[src/rtl/promedio_adc_pkg.sv]
`default_nettype none
// ============================================================================
// Module   : promedio_adc_pkg
// Brief    : Shared types and frame-format constants for the ADC averager.
// Revision : 1.0 - initial release
// ============================================================================
package promedio_adc_pkg;

  // Averager control states
  typedef enum logic [0:0] {
    IDLE = 1'b0,
    ACUM = 1'b1
  } estado_t;

  // ADC frame layout: 16-bit word, 4-bit header that must read zero
  localparam int          ANCHO_TRAMA = 16;
  localparam int          CAB_MSB     = 15;
  localparam int          CAB_LSB     = 12;
  localparam logic [3:0]  CAB_VALOR   = 4'b0000;

  // Default sample width
  localparam int          ANCHO_DEF   = 12;

endpackage : promedio_adc_pkg
`default_nettype wire

[src/rtl/promedio_adc_detector_flanco.sv]
`default_nettype none
// ============================================================================
// Module   : detector_flanco
// Brief    : Rising-edge detector. The delayed copy resets to 1 so a signal
//            already high when reset is released is not seen as an edge.
// Revision : 1.0 - initial release
// ============================================================================
module detector_flanco (
  input  logic i_clk,
  input  logic i_rst,
  input  logic i_senal,
  output logic o_flanco
);

  logic r_senal_q;

  // One-cycle delayed copy of the input
  always_ff @(posedge i_clk or posedge i_rst) begin
    if (i_rst) r_senal_q <= 1'b1;
    else       r_senal_q <= i_senal;
  end

  assign o_flanco = i_senal & ~r_senal_q;

endmodule : detector_flanco
`default_nettype wire

[src/rtl/promedio_adc.sv]
`default_nettype none
// ============================================================================
// Module   : promedio_adc
// Brief    : Validates ADC frames on CS rising edge, keeps a moving average
//            of the last 2^LOG2_N samples and offers it via valid/ready.
// Revision : 1.0 - initial release
// ============================================================================
module promedio_adc
  import promedio_adc_pkg::*;
#(
  parameter int LOG2_N = 2,
  parameter int ANCHO  = ANCHO_DEF
) (
  input  logic                   CLK1MHz,
  input  logic                   Reset,
  input  logic                   CS,
  input  logic [ANCHO_TRAMA-1:0] DoutParalelo,
  output logic [ANCHO-1:0]       Promedio,
  output logic                   Valido,
  input  logic                   Listo,
  output logic [ANCHO-1:0]       Muestra,
  output logic                   Sobrecarga,
  output logic                   ErrorTrama
);

  localparam int              N     = 1 << LOG2_N;
  localparam int              ASUMA = ANCHO + LOG2_N;
  localparam logic [LOG2_N:0] c_N   = (LOG2_N + 1)'(N);

  logic                w_flanco;
  logic                w_cab_ok;
  logic                w_trama_ok;
  logic                w_trama_mala;
  logic                w_en_acum;
  logic                w_resultado;
  logic [ASUMA-1:0]    w_suma_next;
  logic [LOG2_N:0]     w_llenado_next;

  estado_t             r_estado;
  logic                r_pending;
  logic [ANCHO-1:0]    r_captura;
  logic [ANCHO-1:0]    r_buffer [N];
  logic [ASUMA-1:0]    r_suma;
  logic [LOG2_N:0]     r_llenado;
  logic [LOG2_N-1:0]   r_puntero;

  detector_flanco u_detector_flanco (
    .i_clk    (CLK1MHz),
    .i_rst    (Reset),
    .i_senal  (CS),
    .o_flanco (w_flanco)
  );

  assign w_cab_ok     = (DoutParalelo[CAB_MSB:CAB_LSB] == CAB_VALOR);
  assign w_trama_ok   = w_flanco & w_cab_ok;
  assign w_trama_mala = w_flanco & ~w_cab_ok;
  assign w_en_acum    = (r_estado == ACUM);

  // The evicted entry is always part of the running sum, so this never wraps
  assign w_suma_next    = r_suma + ASUMA'(r_captura) - ASUMA'(r_buffer[r_puntero]);
  assign w_llenado_next = (r_llenado == c_N) ? r_llenado : r_llenado + (LOG2_N + 1)'(1);
  assign w_resultado    = w_en_acum && (w_llenado_next == c_N);

  // Capture a well-formed frame; a new edge during ACUM keeps the request alive
  always_ff @(posedge CLK1MHz or posedge Reset) begin
    if (Reset) begin
      r_pending  <= 1'b0;
      r_captura  <= '0;
      ErrorTrama <= 1'b0;
    end else begin
      ErrorTrama <= w_trama_mala;
      if (w_trama_ok) begin
        r_captura <= DoutParalelo[ANCHO-1:0];
        r_pending <= 1'b1;
      end else if (w_en_acum) begin
        r_pending <= 1'b0;
      end
    end
  end

  // Control: one ACUM cycle per pending sample
  always_ff @(posedge CLK1MHz or posedge Reset) begin
    if (Reset) begin
      r_estado <= IDLE;
    end else begin
      case (r_estado)
        IDLE:    if (r_pending) r_estado <= ACUM;
        ACUM:    r_estado <= IDLE;
        default: r_estado <= IDLE;
      endcase
    end
  end

  // Circular buffer, running sum, fill level and last sample
  always_ff @(posedge CLK1MHz or posedge Reset) begin
    if (Reset) begin
      for (int i = 0; i < N; i++) r_buffer[i] <= '0;
      r_suma    <= '0;
      r_llenado <= '0;
      r_puntero <= '0;
      Muestra   <= '0;
    end else if (w_en_acum) begin
      r_buffer[r_puntero] <= r_captura;
      r_suma              <= w_suma_next;
      r_llenado           <= w_llenado_next;
      r_puntero           <= r_puntero + LOG2_N'(1);
      Muestra             <= r_captura;
    end
  end

  // Output hold register with valid/ready handshake and sticky overrun flag
  always_ff @(posedge CLK1MHz or posedge Reset) begin
    if (Reset) begin
      Promedio   <= '0;
      Valido     <= 1'b0;
      Sobrecarga <= 1'b0;
    end else if (w_resultado) begin
      Promedio <= w_suma_next[ASUMA-1:LOG2_N];
      Valido   <= 1'b1;
      if (Valido && !Listo) Sobrecarga <= 1'b1;
    end else if (Valido && Listo) begin
      Valido <= 1'b0;
    end
  end

endmodule : promedio_adc
`default_nettype wire

[config.mk]
export PLATFORM = sky130hd
export DESIGN_NAME = promedio_adc
export DESIGN_NICKNAME = d
export VERILOG_FILES = /design/src/rtl/promedio_adc_pkg.sv /design/src/rtl/promedio_adc_detector_flanco.sv /design/src/rtl/promedio_adc.sv
export SDC_FILE = /design/constraint.sdc
export NUM_CORES = 1
export LEC_CHECK = 0
export BUFFER_PORTS_ARGS = -buffer_cell sky130_fd_sc_hd__buf_2
export CELL_PAD_IN_SITES_DETAIL_PLACEMENT = 0
export CELL_PAD_IN_SITES_GLOBAL_PLACEMENT = 1
export CORE_MARGIN = 8
export CORE_UTILIZATION = 45
export CTS_CLUSTER_SIZE = 30
export DETAILED_ROUTE_END_ITERATION = 10
export GPL_TIMING_DRIVEN = 0
export HOLD_SLACK_MARGIN = 0.12
export PLACE_DENSITY = 0.85
export SKIP_LAST_GASP = 1
export SLEW_MARGIN = 40
export SYNTH_ARGS = -nofsm -noshare
export SYNTH_HDL_FRONTEND = slang
export SYNTH_SLANG_ARGS = --single-unit
[constraint.sdc]
create_clock -name CLK1MHz -period 6.4 [get_ports CLK1MHz]
set_input_delay 1.28 -clock CLK1MHz [delete_from_list [all_inputs] [get_ports CLK1MHz]]
set_output_delay 1.28 -clock CLK1MHz [all_outputs]
set_load 0.02 [all_outputs]
-- After elaboration in Yosys (flattened, before gate mapping)
Index checks and enable logic that the tools add are counted.
- output and inout bits: 27
- word-level logic and storage cells: 53
- register bits: 109
- input bits: 20
- equal/unequal tests: 2
- mux-type cells: 13
- reductions and logical operators: 9
- $lt $le $gt $ge: 2
- bitwise logic cells: 7
- add/subtract/negate cells: 4
- operators by type and width (cell ; number):
    $bwmux 48 ; 1
    $mux 12 ; 3
    $bmux 12 s2 ; 1
    $demux 12 s2 ; 1
    $add 14x12->14 ; 1
    $sub 14x12->14 ; 1
    $eq 3x3->1 const B ; 2
    $mux 1 ; 5
    $logic_and 1x1->1 ; 4
    $logic_not 4->1 ; 1
    $reduce_bool 2->1 ; 2
    $add 3x1->3 const B ; 1
    $and 1x1->1 ; 3
    $ge 3x3->1 const B ; 1
    $lt 3x1->1 const B ; 1
    $mux 3 ; 1
    $not 1->1 ; 3
    $not 2->3 ; 1
    $add 2x1->2 const B ; 1
    $pmux 1 s2 ; 1
    $reduce_and 2->1 ; 1
    $logic_not 1->1 ; 1

-- Logic depth before layout (Yosys ltp)
- word-level depth: 6
- mapped depth: 13
- depth with buffers taken out: 11

-- Hierarchy
A second synthesis with hierarchy kept.
- cell total of the unflattened synthesis: 492
- area, all modules: 5470.2 µm²
- by module, submodules not included (module ; area an instance (µm²) ; times used ; cells each):
    promedio_adc ; 5426.5 ; 1 ; 489
    detector_flanco ; 43.8 ; 1 ; 3

-- Least setup slack after synthesis
Ideal clock, no wire load.
- path kind: register -> register
- start: register r_puntero[0]
- end: register Promedio[10]
- setup time: 0.125 ns
- required time: 6.275 ns
- setup slack: 2.916 ns
- cell stages (with the launch flop): 13
- arrival time: 3.360 ns
- cells stage by stage: dfrtp_1 clkbuf_1 buf_2 mux4_2 fa_1 inv_1 ha_1 o21ai_0 nand2b_1 a31oi_2 o31ai_2 xor2_1 mux2_2
- longest elaborated chain between the ends: 5
- RTL lines (item ; RTL line ; RTL):
    start, declared ; promedio_adc.sv:45 ; logic [LOG2_N-1:0] r_puntero;
    start signal, assigned ; promedio_adc.sv:106 ; r_puntero <= r_puntero + LOG2_N'(1);
    $not 2->3 (implied by the code) ; promedio_adc.sv:60 ; assign w_suma_next = r_suma + ASUMA'(r_captura) - ASUMA'(r_buffer[r_puntero]);
    $bmux 12 s2 ; promedio_adc.sv:60 ;
    $mux 12 (implied by the code) (2 in a row) ; promedio_adc.sv:60 ;
    $sub 14x12->14 ; promedio_adc.sv:60 ;
    end signal, assigned ; promedio_adc.sv:118 ; Promedio <= w_suma_next[ASUMA-1:LOG2_N];
    end, declared ; promedio_adc.sv:18 ; output logic [ANCHO-1:0] Promedio,
Every way passes these cells. The select of a mux whose other input is x is not followed.
A chain may end at the register's enable or synchronous reset.

-- Worst setup path in the final report
Same ends and word-level chain as after synthesis.

==> flow_metrics.env <==
export IMPL_outcome="completed"
export IMPL_max_cap_violations=0
export IMPL_rsz0062_at_grt="false"
export IMPL_num_fill_cells=1070
export IMPL_clk_pin_slew_ps=70
export IMPL_cp_arrival_ps=4180
export IMPL_insertion_delay_ps=350
export IMPL_relSlewSlack_pct=44.41
export IMPL_grt_pass1_vias=3958
export IMPL_ys_ff_latch=109
export IMPL_worst_pin_slew_ps=833.9
export IMPL_drv_slew=0
export IMPL_grt_use_total_pct=15.17
export IMPL_avgRoutedWirePerCell_um=16.48
export IMPL_cts_buffers=9
export IMPL_wl_um=11540
export IMPL_h_tree_depth=3
export IMPL_clock_path_buffers=2
export IMPL_ctsHoldBuffers=0
export IMPL_dieArea_um2=15900
export IMPL_critical_path_class="reg -> reg"
export IMPL_diodes=0
export IMPL_nets=600
export IMPL_viasPerCell=5.316
export IMPL_syn_nets=542
export IMPL_core_area_um2=11910
export IMPL_final_hold_viol_count=0
export IMPL_netlist_area_um2=5453
export IMPL_setup_tns_final_ps=0
export IMPL_fin_skew_ps=10.79
export IMPL_cts_tree="yes"
export IMPL_num_rows=40
export IMPL_portBuffers=46
export IMPL_synth_edff_count=0
export IMPL_synth_top_cell_by_area="dfrtp_1"
export IMPL_root_buffer="clkbuf_16"
export IMPL_drc=0
export IMPL_min_path_type="reg -> reg"
export IMPL_finalCriticalPeriod_ps=3949
export IMPL_crit_required_ps=6630
export IMPL_avgSynthCellArea_um2=11.13
export IMPL_post_cts_buffers=0
export IMPL_num_vias=3721
export IMPL_crit_fanout=10
export IMPL_ant_nets=0
export IMPL_syn2layout_area_growth_pct=13.97
export IMPL_yosys_area_top_type_share_pct=49.56
export IMPL_firstDrtPassIters=4
export IMPL_ys_flop_type="dfrtp_1"
export IMPL_antenna_found_initial=0
export IMPL_synthArstFlopShare_pct=100.0
export IMPL_syn_inst=490
export IMPL_ys_types=46
export IMPL_initial_utilization_pct=45.78
export IMPL_yosysMostFrequentCell="dfrtp_1"
export IMPL_clkSinkCount=109
export IMPL_boundaryPins=47
export IMPL_grt_overflow_total=0
export IMPL_drt_iter0_drc=324
export IMPL_grt_pass1_wl_um=19360
export IMPL_synth_area_leaders="dfrtp_1 (50%), mux2_2 (8.3%), o21ai_0 (5.1%)"
export IMPL_period_share_pct=61.71
export IMPL_place_gp_congestion=0.8290
export IMPL_dp_hpwl_um=8465
export IMPL_synthTopCellsByCount="dfrtp_1 (108), nand2_1 (65), inv_1 (57)"
export IMPL_setup_viol=0
export IMPL_die_w_um=126.1
export IMPL_end_kind="register"
export IMPL_die_h_um=126.1
export IMPL_grt_max_degree=74
export IMPL_cp_start_kind="register"
export IMPL_ys_seq_area_share_pct=50.05
export IMPL_cts_repair_resized=0
export IMPL_yosysWarnings=0
export IMPL_drive_above_1_share_pct=23.87
export IMPL_fmax_mhz=253.2
placed cells by master (no fill, tap or decap), types with 3 or more instances in the layout:
cell type and count:
a21o_1 4, a21oi_1 11, a31oi_1 3, and3_1 3
buf_1 3, buf_2 50, clkbuf_1 14, clkbuf_16 9
dfrtp_1 108, fa_1 12, ha_1 20, inv_1 56
mux2_2 40, mux2i_1 3, mux4_2 12, nand2_1 65
nand2b_1 5, nand3_1 4, nand3b_1 3, nor2_1 9
nor2b_1 3, nor3_1 5, o21ai_0 56, o21ai_1 4
o21bai_1 3, xnor2_1 9, xor2_1 4
routing by layer:
| layer | GRT usage [%] | vias to the layer above | part of all wire (%) |
|---|---|---|---|
| li1 | - | 1764 | - |
| met1 | 19.41 | 1841 | 46 |
| met2 | 24.63 | 96 | 48 |
| met3 | 3.544 | 20 | 4.6 |
| met4 | 5.591 | 0 | 2.0 |
| met5 | 0 | - | 0 |
worst max-delay path, cell delays in order, from the launching register on:
cell	delay, ps
dfrtp_1	400
clkbuf_1	340
buf_2	420
mux4_2	590
fa_1	490
inv_1	40
ha_1	320
o21ai_0	130
o21ai_1	270
a31oi_2	160
o31ai_2	270
xor2_1	110
mux2_2	270
state kept, by name, indices dropped and copies added (netlist names), 2 cells and up:
register,flops
r_llenado,3
r_suma,14
Promedio,12
r_captura,12
Muestra,12
r_buffer,48
r_puntero,2
metrics by stage:
step / util [%] / hold WS [ps] / worst slack [ps] / cell area (um^2) / instances
finish: 52.17 / 460.3 / 2451 / 6215 / 700
global route: 52.17 / 475.0 / 2219 / 6215 / 700
CTS: 52.17 / 468.2 / 2393 / 6215 / 700
detailed placement: 49.55 / 452.0 / 2438 / 5902 / 684
global placement: 49.25 / 444.2 / 1092 / 5867 / 683
floorplan: - / 444.6 / 2248 / 5453 / 490
path summary, 6_finish.rpt:
kind                         startpoint                          end  slack (ps)  depth (start not counted)
max                        r_puntero[0]                 Promedio[10]        2450                         12
min                          Sobrecarga                   Sobrecarga         460                          1
max reg2reg                r_puntero[0]                 Promedio[10]        2450                         12
min reg2reg                  Sobrecarga                   Sobrecarga         460                          1
max in group asynchronous         Reset  u_detector_flanco.r_senal_q        4840                          3
min in group asynchronous         Reset                 r_captura[1]         890                          2
cell type report:
cell class              instances  area [um^2]  share of cell area (%)
flip-flops and latches        109         2729                   43.91
well taps                     147        183.9                   2.960
clock buffers                  10        229.0                   3.684
clock inverters                 6        83.83                   1.349
multi-input cells             301         2415                   38.86
inverters                      59        229.0                   3.684
repair buffers                 47        257.7                   4.147
plain buffers                  21        87.58                   1.409
logic make-up (layout without fill, tap and decap cells):
kind of cell	Yosys count	after routing	synth area share [%]
buffers and inverters	80	143	5.668
adders and majority gates	32	32	8.995
AOI/OAI and AO/OA	100	100	11.34
DFF	109	109	50.05
and+or+nand+nor	101	101	8.100
xor gates and xnor gates	13	13	2.088
muxes	55	55	13.77
Power is left out: the tool's default activity adds up to more than one toggle a clock period on the data nets, which glitch-free logic cannot reach.
